## src/rtl/laser_pkg.sv

```systemverilog
// laser_pkg: shared types and sizing for the LASER pattern driver.
// Holds the FSM state enum, the point record and the default geometry.
package laser_pkg;

    localparam int NUM_PTS   = 40;                     // points per pattern
    localparam int COORD_W   = 4;                      // coordinate width
    localparam int RADIUS_SQ = 16;                     // coverage threshold (inclusive)
    localparam int IDX_W     = $clog2(NUM_PTS);        // pattern index / load address width
    localparam int CNT_W     = $clog2(NUM_PTS + 1);    // covered-point count width

    typedef enum logic [2:0] {
        ST_IDLE,
        ST_SEND,
        ST_WAIT,
        ST_SCORE,
        ST_REPORT
    } state_t;

    typedef struct packed {
        logic [COORD_W-1:0] x;
        logic [COORD_W-1:0] y;
    } point_t;

endpackage

```

## src/rtl/laser_pattern_driver_if.sv

```systemverilog
// laser_pattern_driver_if: host load bus, engine stream/result and status
// signals of the pattern driver. The driver itself uses the slave modport;
// the host/engine side (or a bench) uses master.
interface laser_pattern_driver_if;
    import laser_pkg::*;

    // host pattern load and run control
    logic                 LD_VALID;
    logic [IDX_W-1:0]     LD_ADDR;
    logic [COORD_W-1:0]   LD_X;
    logic [COORD_W-1:0]   LD_Y;
    logic                 START;

    // point stream towards the engine
    logic [COORD_W-1:0]   X;
    logic [COORD_W-1:0]   Y;

    // engine answer
    logic                 DONE;
    logic [COORD_W-1:0]   C1X;
    logic [COORD_W-1:0]   C1Y;
    logic [COORD_W-1:0]   C2X;
    logic [COORD_W-1:0]   C2Y;

    // status and result
    logic                 BUSY;
    logic                 RESULT_VALID;
    logic [CNT_W-1:0]     COVER_CNT;
    logic                 TIMEOUT;
    logic [COORD_W-1:0]   CAP_C1X;
    logic [COORD_W-1:0]   CAP_C1Y;
    logic [COORD_W-1:0]   CAP_C2X;
    logic [COORD_W-1:0]   CAP_C2Y;

    modport master (
        output LD_VALID, LD_ADDR, LD_X, LD_Y, START,
        output DONE, C1X, C1Y, C2X, C2Y,
        input  X, Y, BUSY, RESULT_VALID, COVER_CNT, TIMEOUT,
        input  CAP_C1X, CAP_C1Y, CAP_C2X, CAP_C2Y
    );

    modport slave (
        input  LD_VALID, LD_ADDR, LD_X, LD_Y, START,
        input  DONE, C1X, C1Y, C2X, C2Y,
        output X, Y, BUSY, RESULT_VALID, COVER_CNT, TIMEOUT,
        output CAP_C1X, CAP_C1Y, CAP_C2X, CAP_C2Y
    );

endinterface

```

## src/rtl/laser_cover_chk.sv

```systemverilog
// laser_cover_chk: combinational coverage test of one pattern point against
// two circle centres. Covered when dx*dx + dy*dy <= COVER_RSQ for either
// centre; a point inside both still yields a single covered bit.
module laser_cover_chk
    import laser_pkg::*;
#(
    parameter int COVER_RSQ = laser_pkg::RADIUS_SQ
) (
    input  point_t i_pt,
    input  point_t i_c1,
    input  point_t i_c2,
    output logic   o_covered
);

    localparam int SQ_W  = 2 * COORD_W;   // a 4-bit difference squared fits in 8 bits
    localparam int SUM_W = SQ_W + 1;      // sum of two squares needs one more bit

    logic [1:0] w_hit;

    for (genvar gi = 0; gi < 2; gi++) begin : g_ctr
        point_t             w_c;
        logic [COORD_W-1:0] w_dx;
        logic [COORD_W-1:0] w_dy;
        logic [SQ_W-1:0]    w_dx_sq;
        logic [SQ_W-1:0]    w_dy_sq;
        logic [SUM_W-1:0]   w_sum;

        assign w_c     = (gi == 0) ? i_c1 : i_c2;
        // absolute differences stay unsigned and 4 bits wide
        assign w_dx    = (i_pt.x >= w_c.x) ? (i_pt.x - w_c.x) : (w_c.x - i_pt.x);
        assign w_dy    = (i_pt.y >= w_c.y) ? (i_pt.y - w_c.y) : (w_c.y - i_pt.y);
        assign w_dx_sq = {{COORD_W{1'b0}}, w_dx} * {{COORD_W{1'b0}}, w_dx};
        assign w_dy_sq = {{COORD_W{1'b0}}, w_dy} * {{COORD_W{1'b0}}, w_dy};
        assign w_sum   = {1'b0, w_dx_sq} + {1'b0, w_dy_sq};
        assign w_hit[gi] = (w_sum <= SUM_W'(COVER_RSQ));
    end

    assign o_covered = |w_hit;

endmodule

```

## src/rtl/laser_pattern_driver.sv

```systemverilog
// laser_pattern_driver: holds a host-loaded pattern, streams it to the LASER
// engine one point per cycle, waits for a fresh DONE, captures the two circle
// centres and (with LASER_DRV_SCORE_EN defined) counts the covered points.
// Without LASER_DRV_SCORE_EN the run ends straight after capture and
// COVER_CNT stays 0; the captured centres are then the only result.
module laser_pattern_driver
    import laser_pkg::*;
#(
    parameter int TIMEOUT_CYC = 4096
) (
    input  logic                   CLK,
    input  logic                   RST,
    laser_pattern_driver_if.slave  bus
);

    localparam int WCNT_W = $clog2(TIMEOUT_CYC + 1);

    point_t             r_mem [NUM_PTS];
    state_t             r_state;
    state_t             w_state_next;
    logic [IDX_W-1:0]   r_idx;
    logic [WCNT_W-1:0]  r_wait_cnt;
    logic               r_armed;
    logic               r_timeout;
    point_t             r_out_pt;
    point_t             r_c1;
    point_t             r_c2;

    logic               w_ld_ok;
    logic               w_start;
    logic               w_last_idx;
    logic               w_capture;
    logic               w_wait_expired;
    logic [IDX_W-1:0]   w_rd_addr;
    point_t             w_rd_pt;

    assign w_ld_ok        = (r_state == ST_IDLE) && bus.LD_VALID && (bus.LD_ADDR < IDX_W'(NUM_PTS));
    assign w_start        = (r_state == ST_IDLE) && bus.START;
    assign w_last_idx     = (r_idx == IDX_W'(NUM_PTS - 1));
    // stale DONE from the previous run is ignored until it has been seen low
    assign w_capture      = (r_state == ST_WAIT) && r_armed && bus.DONE;
    assign w_wait_expired = (r_state == ST_WAIT) && !w_capture
                            && (r_wait_cnt == WCNT_W'(TIMEOUT_CYC - 1));

    // Read address runs one ahead of the point being used so that the
    // registered read presents mem[k] in cycle k of SEND/SCORE.
    assign w_rd_addr = ((r_state == ST_SEND || r_state == ST_SCORE) && !w_last_idx)
                       ? (r_idx + 1'b1) : '0;

    // A load in the START cycle must be visible to the first SEND point.
    assign w_rd_pt = (w_ld_ok && (bus.LD_ADDR == w_rd_addr))
                     ? '{x: bus.LD_X, y: bus.LD_Y} : r_mem[w_rd_addr];

    // Pattern memory write port: host loads only while idle, never reset.
    always_ff @(posedge CLK) begin
        if (w_ld_ok) begin
            r_mem[bus.LD_ADDR] <= '{x: bus.LD_X, y: bus.LD_Y};
        end
    end

    // FSM state register.
    always_ff @(posedge CLK) begin
        if (RST) r_state <= ST_IDLE;
        else     r_state <= w_state_next;
    end

    // FSM next-state logic.
    always_comb begin
        w_state_next = r_state;
        case (r_state)
            ST_IDLE:   if (bus.START) w_state_next = ST_SEND;
            ST_SEND:   if (w_last_idx) w_state_next = ST_WAIT;
            ST_WAIT: begin
                if (w_capture) begin
`ifdef LASER_DRV_SCORE_EN
                    w_state_next = ST_SCORE;
`else
                    w_state_next = ST_REPORT;
`endif
                end else if (w_wait_expired) begin
                    w_state_next = ST_REPORT;
                end
            end
            ST_SCORE:  if (w_last_idx) w_state_next = ST_REPORT;
            ST_REPORT: w_state_next = ST_IDLE;
            default:   w_state_next = ST_IDLE;
        endcase
    end

    // Outgoing point register: mem[k] in SEND cycle k, zero at all other times.
    always_ff @(posedge CLK) begin
        if (RST)                            r_out_pt <= '0;
        else if (w_state_next == ST_SEND)   r_out_pt <= w_rd_pt;
        else                                r_out_pt <= '0;
    end

    // Sequencing: point index, WAIT counter, DONE arming, timeout flag, capture.
    always_ff @(posedge CLK) begin
        if (RST) begin
            r_idx      <= '0;
            r_wait_cnt <= '0;
            r_armed    <= 1'b0;
            r_timeout  <= 1'b0;
            r_c1       <= '0;
            r_c2       <= '0;
        end else begin
            if (w_state_next != r_state)                         r_idx <= '0;
            else if (r_state == ST_SEND || r_state == ST_SCORE)  r_idx <= r_idx + 1'b1;

            if (r_state == ST_WAIT) r_wait_cnt <= r_wait_cnt + 1'b1;
            else                    r_wait_cnt <= '0;

            if (r_state != ST_WAIT) r_armed <= 1'b0;
            else if (!bus.DONE)     r_armed <= 1'b1;

            if (w_start)             r_timeout <= 1'b0;
            else if (w_wait_expired) r_timeout <= 1'b1;

            if (w_capture) begin
                r_c1 <= '{x: bus.C1X, y: bus.C1Y};
                r_c2 <= '{x: bus.C2X, y: bus.C2Y};
            end
        end
    end

`ifdef LASER_DRV_SCORE_EN
    point_t           r_sc_pt;
    logic [CNT_W-1:0] r_cover_cnt;
    logic             w_covered;

    laser_cover_chk #(
        .COVER_RSQ (RADIUS_SQ)
    ) u_cover_chk (
        .i_pt      (r_sc_pt),
        .i_c1      (r_c1),
        .i_c2      (r_c2),
        .o_covered (w_covered)
    );

    // Scoring: registered read of the point under test and the covered count.
    always_ff @(posedge CLK) begin
        if (RST) begin
            r_sc_pt     <= '0;
            r_cover_cnt <= '0;
        end else begin
            r_sc_pt <= w_rd_pt;
            if (w_start || w_wait_expired)                r_cover_cnt <= '0;
            else if (r_state == ST_SCORE && w_covered)    r_cover_cnt <= r_cover_cnt + 1'b1;
        end
    end

    assign bus.COVER_CNT = r_cover_cnt;
`else
    assign bus.COVER_CNT = '0;
`endif

    assign bus.X            = r_out_pt.x;
    assign bus.Y            = r_out_pt.y;
    assign bus.BUSY         = (r_state != ST_IDLE);
    assign bus.RESULT_VALID = (r_state == ST_REPORT);
    assign bus.TIMEOUT      = r_timeout;
    assign bus.CAP_C1X      = r_c1.x;
    assign bus.CAP_C1Y      = r_c1.y;
    assign bus.CAP_C2X      = r_c2.x;
    assign bus.CAP_C2Y      = r_c2.y;

endmodule

```

## src/flat_wrapper.sv

```systemverilog
// flat-port wrapper written by rule: the top's interface ports become plain ports
module laser_pattern_driver_flat import laser_pkg::*;
#(
    parameter int TIMEOUT_CYC = 4096
)
  (CLK, RST, bus_LD_VALID, bus_LD_ADDR, bus_LD_X, bus_LD_Y, bus_START, bus_DONE, bus_C1X, bus_C1Y, bus_C2X, bus_C2Y, bus_X, bus_Y, bus_BUSY, bus_RESULT_VALID, bus_COVER_CNT, bus_TIMEOUT, bus_CAP_C1X, bus_CAP_C1Y, bus_CAP_C2X, bus_CAP_C2Y);
  laser_pattern_driver_if bus_i ();
  input  logic CLK;
  input  logic RST;
  input wire logic [$bits(bus_i.LD_VALID)-1:0] bus_LD_VALID;
  input wire logic [$bits(bus_i.LD_ADDR)-1:0] bus_LD_ADDR;
  input wire logic [$bits(bus_i.LD_X)-1:0] bus_LD_X;
  input wire logic [$bits(bus_i.LD_Y)-1:0] bus_LD_Y;
  input wire logic [$bits(bus_i.START)-1:0] bus_START;
  input wire logic [$bits(bus_i.DONE)-1:0] bus_DONE;
  input wire logic [$bits(bus_i.C1X)-1:0] bus_C1X;
  input wire logic [$bits(bus_i.C1Y)-1:0] bus_C1Y;
  input wire logic [$bits(bus_i.C2X)-1:0] bus_C2X;
  input wire logic [$bits(bus_i.C2Y)-1:0] bus_C2Y;
  output wire logic [$bits(bus_i.X)-1:0] bus_X;
  output wire logic [$bits(bus_i.Y)-1:0] bus_Y;
  output wire logic [$bits(bus_i.BUSY)-1:0] bus_BUSY;
  output wire logic [$bits(bus_i.RESULT_VALID)-1:0] bus_RESULT_VALID;
  output wire logic [$bits(bus_i.COVER_CNT)-1:0] bus_COVER_CNT;
  output wire logic [$bits(bus_i.TIMEOUT)-1:0] bus_TIMEOUT;
  output wire logic [$bits(bus_i.CAP_C1X)-1:0] bus_CAP_C1X;
  output wire logic [$bits(bus_i.CAP_C1Y)-1:0] bus_CAP_C1Y;
  output wire logic [$bits(bus_i.CAP_C2X)-1:0] bus_CAP_C2X;
  output wire logic [$bits(bus_i.CAP_C2Y)-1:0] bus_CAP_C2Y;
  assign bus_i.LD_VALID = bus_LD_VALID;
  assign bus_i.LD_ADDR = bus_LD_ADDR;
  assign bus_i.LD_X = bus_LD_X;
  assign bus_i.LD_Y = bus_LD_Y;
  assign bus_i.START = bus_START;
  assign bus_i.DONE = bus_DONE;
  assign bus_i.C1X = bus_C1X;
  assign bus_i.C1Y = bus_C1Y;
  assign bus_i.C2X = bus_C2X;
  assign bus_i.C2Y = bus_C2Y;
  assign bus_X = bus_i.X;
  assign bus_Y = bus_i.Y;
  assign bus_BUSY = bus_i.BUSY;
  assign bus_RESULT_VALID = bus_i.RESULT_VALID;
  assign bus_COVER_CNT = bus_i.COVER_CNT;
  assign bus_TIMEOUT = bus_i.TIMEOUT;
  assign bus_CAP_C1X = bus_i.CAP_C1X;
  assign bus_CAP_C1Y = bus_i.CAP_C1Y;
  assign bus_CAP_C2X = bus_i.CAP_C2X;
  assign bus_CAP_C2Y = bus_i.CAP_C2Y;
  laser_pattern_driver #(.TIMEOUT_CYC(TIMEOUT_CYC)) u_core (.CLK(CLK), .RST(RST), .bus(bus_i));
endmodule
```

## config.mk

```make
export PLATFORM = sky130hd
export DESIGN_NAME = laser_pattern_driver_flat
export DESIGN_NICKNAME = d
export VERILOG_FILES = /design/src/rtl/laser_pkg.sv /design/src/rtl/laser_pattern_driver_if.sv /design/src/rtl/laser_cover_chk.sv /design/src/rtl/laser_pattern_driver.sv /design/src/flat_wrapper.sv
export SDC_FILE = /design/constraint.sdc
export NUM_CORES = 1
export LEC_CHECK = 0
export ABC_AREA = 1
export BUFFER_PORTS_ARGS = -buffer_cell sky130_fd_sc_hd__buf_4
export CORE_AREA = 8 8 224 226
export CTS_CLUSTER_DIAMETER = 100
export DETAILED_ROUTE_END_ITERATION = 6
export DIE_AREA = 0 0 232 234
export GPL_TIMING_DRIVEN = 0
export HOLD_SLACK_MARGIN = 0.03
export SYNTH_ARGS = -nofsm -noshare
export SYNTH_HDL_FRONTEND = slang
export SYNTH_SLANG_ARGS = --single-unit
```

## constraint.sdc

```tcl
create_clock -name CLK -period 2.75 [get_ports CLK]
set_input_delay 0.275 -clock CLK [delete_from_list [all_inputs] [get_ports CLK]]
set_output_delay 0.275 -clock CLK [all_outputs]
set_load 0.05 [all_outputs]
```

==> metrics.json <==
{
  "global_route.peak_usage_layer": {"value": "met2"},
  "fp.dieArea": {"value": 54290, "unit": "um^2"},
  "first_pass_grt_wire_length": {"value": 65790, "unit": "um"},
  "end_kind": {"value": "flop"},
  "timing.final.ws_setup": {"value": -0.1161, "unit": "ns"},
  "clk_pin_slew": {"value": 0.06, "unit": "ns"},
  "worst_slew_margin": {"value": 49.53, "unit": "%"},
  "clock_tree_from_tritoncts": {"value": "built"},
  "numPortBuffers": {"value": 61},
  "maximum_number_of_pins_on_one_net_before_global_route_repair": {"value": 42},
  "die_height": {"value": 234, "unit": "um"},
  "syn-instance-count": {"value": 1533},
  "instances_no_fill": {"value": 2311},
  "timing.critical_path.from_type": {"value": "flop"},
  "num_io_pins": {"value": 68},
  "placeableCoreArea": {"value": 46840, "unit": "um^2"},
  "number_of_synthesized_register_bits": {"value": 368},
  "setup_viol": {"value": 120},
  "ys_dominant_reg_cell": {"value": "sky130_fd_sc_hd__edfxtp_1"},
  "clock_tree.htree_level_count": {"value": 2},
  "regToRegStartpoint": {"value": "u_core.r_state[1]$_SDFF_PP0_"},
  "layout-drive-gt1-share": {"value": 13.86, "unit": "%"},
  "worst_ep_arrival_time": {"value": 3.03, "unit": "ns"},
  "routed_wire_length_per_instance": {"value": 18.97, "unit": "um"},
  "syn_area_per_cell": {"value": 10.46, "unit": "um^2"},
  "hp-start": {"value": "bus_START"},
  "crit_path_start": {"value": "u_core.r_state[1]$_SDFF_PP0_"},
  "grt_pass1_vias": {"value": 11310},
  "power_density_of_the_placed_cells": {"value": 645.4, "unit": "nW/um^2"},
  "number_of_flops_mapped_to_enable_cells_by_yosys": {"value": 320},
  "fin_crit_sh": {"value": 104.2, "unit": "%"},
  "placed_area": {"value": 17280, "unit": "um^2"},
  "numPlacedInstances": {"value": 2214},
  "gr_util_all_layers": {"value": 15.86, "unit": "%"},
  "finalWeightedCongestion": {"value": 0.8688},
  "worstSkewPairLatency": {"value": 0.54, "unit": "ns"},
  "finalHoldViolations": {"value": 0},
  "drv.max_cap_violation_count": {"value": 0},
  "synth-async-reset-ratio": {"value": 0, "unit": "%"},
  "setup_repair_after_global_routing_missed_its_margin": {"value": "true"},
  "worst_clock_skew": {"value": 0.01534, "unit": "ns"},
  "layout-area-overhead-vs-synth": {"value": 19.25, "unit": "%"},
  "clock-root-buffer": {"value": "sky130_fd_sc_hd__clkbuf_16"},
  "gr-usage-met1": {"value": 19.78, "unit": "%"},
  "numClockSinks": {"value": 368},
  "least_margin_pin_slew": {"value": 0.7543, "unit": "ns"},
  "global_route.usage.met3": {"value": 3.242, "unit": "%"},
  "number_of_iterations_in_the_first_detailed_routing_pass": {"value": 5},
  "std_cell_rows": {"value": 80},
  "worst-setup-path-type": {"value": "flop to flop"},
  "violations": {"value": "negative setup slack"},
  "total_leakage_power": {"value": 0.007272, "unit": "uW"},
  "crit_required": {"value": 2.92, "unit": "ns"},
  "dp_hpwl": {"value": 29070, "unit": "um"},
  "finish.net_count": {"value": 1702},
  "grt_use_met2": {"value": 26.97, "unit": "%"},
  "cts_buffers": {"value": 40},
  "final_core_utilization": {"value": 40.83, "unit": "%"},
  "antenna_found_initial": {"value": 0},
  "yosysSeqAreaShare": {"value": 65.91, "unit": "%"},
  "final_antenna_net_count": {"value": 0},
  "stdcell_area": {"value": 19120, "unit": "um^2"},
  "worst_hold_path_type": {"value": "input port to flop"},
  "ir_worst_vdd": {"value": 0.0003762, "unit": "V"},
  "die-width": {"value": 232, "unit": "um"},
  "critical_path_peak_fanout": {"value": 8},
  "dr_total_vias": {"value": 11550},
  "syn_area": {"value": 16040, "unit": "um^2"},
  "detail_route.wirelength": {"value": 43850, "unit": "um"},
  "drt_iter0_markers": {"value": 1061},
  "outcome": {"value": "complete, but fails checks"},
  "achievable-frequency": {"value": 348.9, "unit": "MHz"},
  "clock_path_buffers": {"value": 3},
  "yosys.cell_types.count": {"value": 33},
  "gr-total-overflow": {"value": 0},
  "period_needed": {"value": 2.866, "unit": "ns"},
  "diodes": {"value": 0},
  "route.detailed.vias_per_inst": {"value": 4.996},
  "ys_warn_count": {"value": 0},
  "post-route-drc-count": {"value": 0},
  "initial_utilization": {"value": 34.24, "unit": "%"},
  "slew_violations": {"value": 0}
}
-- flip-flops by register name (all words and copies together), names as in the netlist --
register and cells:
u_core.bus.CAP_C1X 4, u_core.r_armed 1, u_core.bus.CAP_C2Y 4, u_core.r_idx 6, u_core.bus.CAP_C1Y 4, u_core.r_state 3, u_core.bus.Y 4, u_core.bus.X 4
u_core.bus.TIMEOUT 1, u_core.bus.CAP_C2X 4, u_core.r_mem 320, u_core.r_wait_cnt 13
-- placed cells by master, fill, tap and decap left out, drive strengths merged, types with 3 or more instances in the layout --
| cell | instances |
|---|---|
| clkinv | 8 |
| buf | 116 |
| dlygate4sd3 | 18 |
| edfxtp | 320 |
| a21oi | 56 |
| xor2 | 6 |
| nand3 | 337 |
| dfxtp | 48 |
| nand4 | 3 |
| inv | 222 |
| nand3b | 82 |
| nor2 | 106 |
| nand2 | 181 |
| clkbuf | 103 |
| conb | 6 |
| nor3 | 7 |
| o21ai | 63 |
-- logic make-up after synthesis --
kind of cell / share of synthesized area, %
compound gates: 3.932
fa+ha+maj: 0.1560
other cells: 0.02338
xor+xnor: 0.4369
buf+inv: 7.677
simple gates: 21.87
flops: 65.91
-- report_power, final --
| part | internal (uW) | total [uW] | switching [uW] | leakage [uW] |
|---|---|---|---|---|
| Sequential | 6090 | 6090 | 8.58 | 0.00327 |
| Combinational | 249 | 859 | 610 | 0.00335 |
| Clock | 3250 | 5390 | 2140 | 0.000659 |
-- cell usage after synthesis (2+ instances only) --
library cell,n,area share [%]
sky130_fd_sc_hd__a21oi_1,55,1.7
sky130_fd_sc_hd__and3_1,2,0.078
sky130_fd_sc_hd__buf_1,16,0.37
sky130_fd_sc_hd__buf_2,33,1.0
sky130_fd_sc_hd__buf_4,6,0.28
sky130_fd_sc_hd__clkbuf_1,31,0.73
sky130_fd_sc_hd__clkinv_1,3,0.070
sky130_fd_sc_hd__dfxtp_1,48,6.0
sky130_fd_sc_hd__edfxtp_1,320,60
sky130_fd_sc_hd__ha_1,2,0.16
sky130_fd_sc_hd__inv_1,220,5.1
sky130_fd_sc_hd__inv_2,2,0.047
sky130_fd_sc_hd__nand2_1,178,4.2
sky130_fd_sc_hd__nand2_2,3,0.12
sky130_fd_sc_hd__nand3_1,334,10
sky130_fd_sc_hd__nand3_2,3,0.19
sky130_fd_sc_hd__nand3b_1,82,3.8
sky130_fd_sc_hd__nand4_1,3,0.12
sky130_fd_sc_hd__nor2_1,103,2.4
sky130_fd_sc_hd__nor2_4,2,0.14
sky130_fd_sc_hd__nor3_1,7,0.22
sky130_fd_sc_hd__nor3b_1,2,0.094
sky130_fd_sc_hd__o21ai_0,58,1.8
sky130_fd_sc_hd__o21ai_1,5,0.16
sky130_fd_sc_hd__xnor2_1,2,0.11
sky130_fd_sc_hd__xor2_1,6,0.33
-- layout make-up --
class / count / area, um^2
multi-input cells: 859 / 4456
clock buffers: 66 / 1272
inverters: 225 / 848.3
fillers: 4438 / 27720
well taps: 615 / 769.5
repair buffers: 86 / 715.7
clock inverters: 7 / 68.82
plain buffers: 85 / 422.9
flip-flops and latches: 368 / 10570
-- metal layers --
| metal | vias to the layer above | part of all wire [%] |
|---|---|---|
| li1 | 5508 | - |
| met1 | 5488 | 42 |
| met2 | 452 | 48 |
| met3 | 98 | 7.2 |
| met4 | 0 | 3.3 |
| met5 | - | 0 |
-- what timing repair did --
item	CTS	global route
pin swaps	0	1
setup endpoints to repair	186	288
resized for setup	48	35
hold endpoints to repair	20	0
setup buffers	2	5
hold buffers	18	0
-- stage by stage --
stage | setup TNS, ns | power, uW | hold slack (ns) | setup WS, ns
6_report | -4.647 | 12340 | 0.05548 | -0.1161
5_1_grt | -29.99 | 12700 | 0.06951 | -0.2439
4_1_cts | -0.05636 | 12390 | 0.04101 | -0.006227
3_5_place_dp | -16.95 | 7013 | 0.4385 | -0.4325
3_3_place_gp | -5.984 | 7003 | 0.4275 | -0.3801
2_1_floorplan | 0 | 6658 | 0.3441 | 0.6134
-- worst max-delay path, cell delays in order (launching register included) --
cell and delay [ns]:
sky130_fd_sc_hd__dfxtp_1 0.35, sky130_fd_sc_hd__nor3_1 0.39, sky130_fd_sc_hd__o211ai_1 0.18, sky130_fd_sc_hd__nor2_1 0.34
sky130_fd_sc_hd__nand3_1 0.62, sky130_fd_sc_hd__nor2_2 0.61
-- path summary, 6_finish.rpt --
kind / endpoint / cells after the start / slack (ns)
setup / recovery: u_core.r_mem[30][0]$_DFFE_PP_ / 5 / -0.12
hold / removal: u_core.r_state[0]$_SDFF_PP0_ / 3 / 0.06
setup reg to reg: u_core.r_mem[30][0]$_DFFE_PP_ / 5 / -0.12
hold reg to reg: u_core.r_armed$_SDFFE_PP0N_ / 2 / 0.44
No activity file was read; power rests on OpenSTA's default activity.
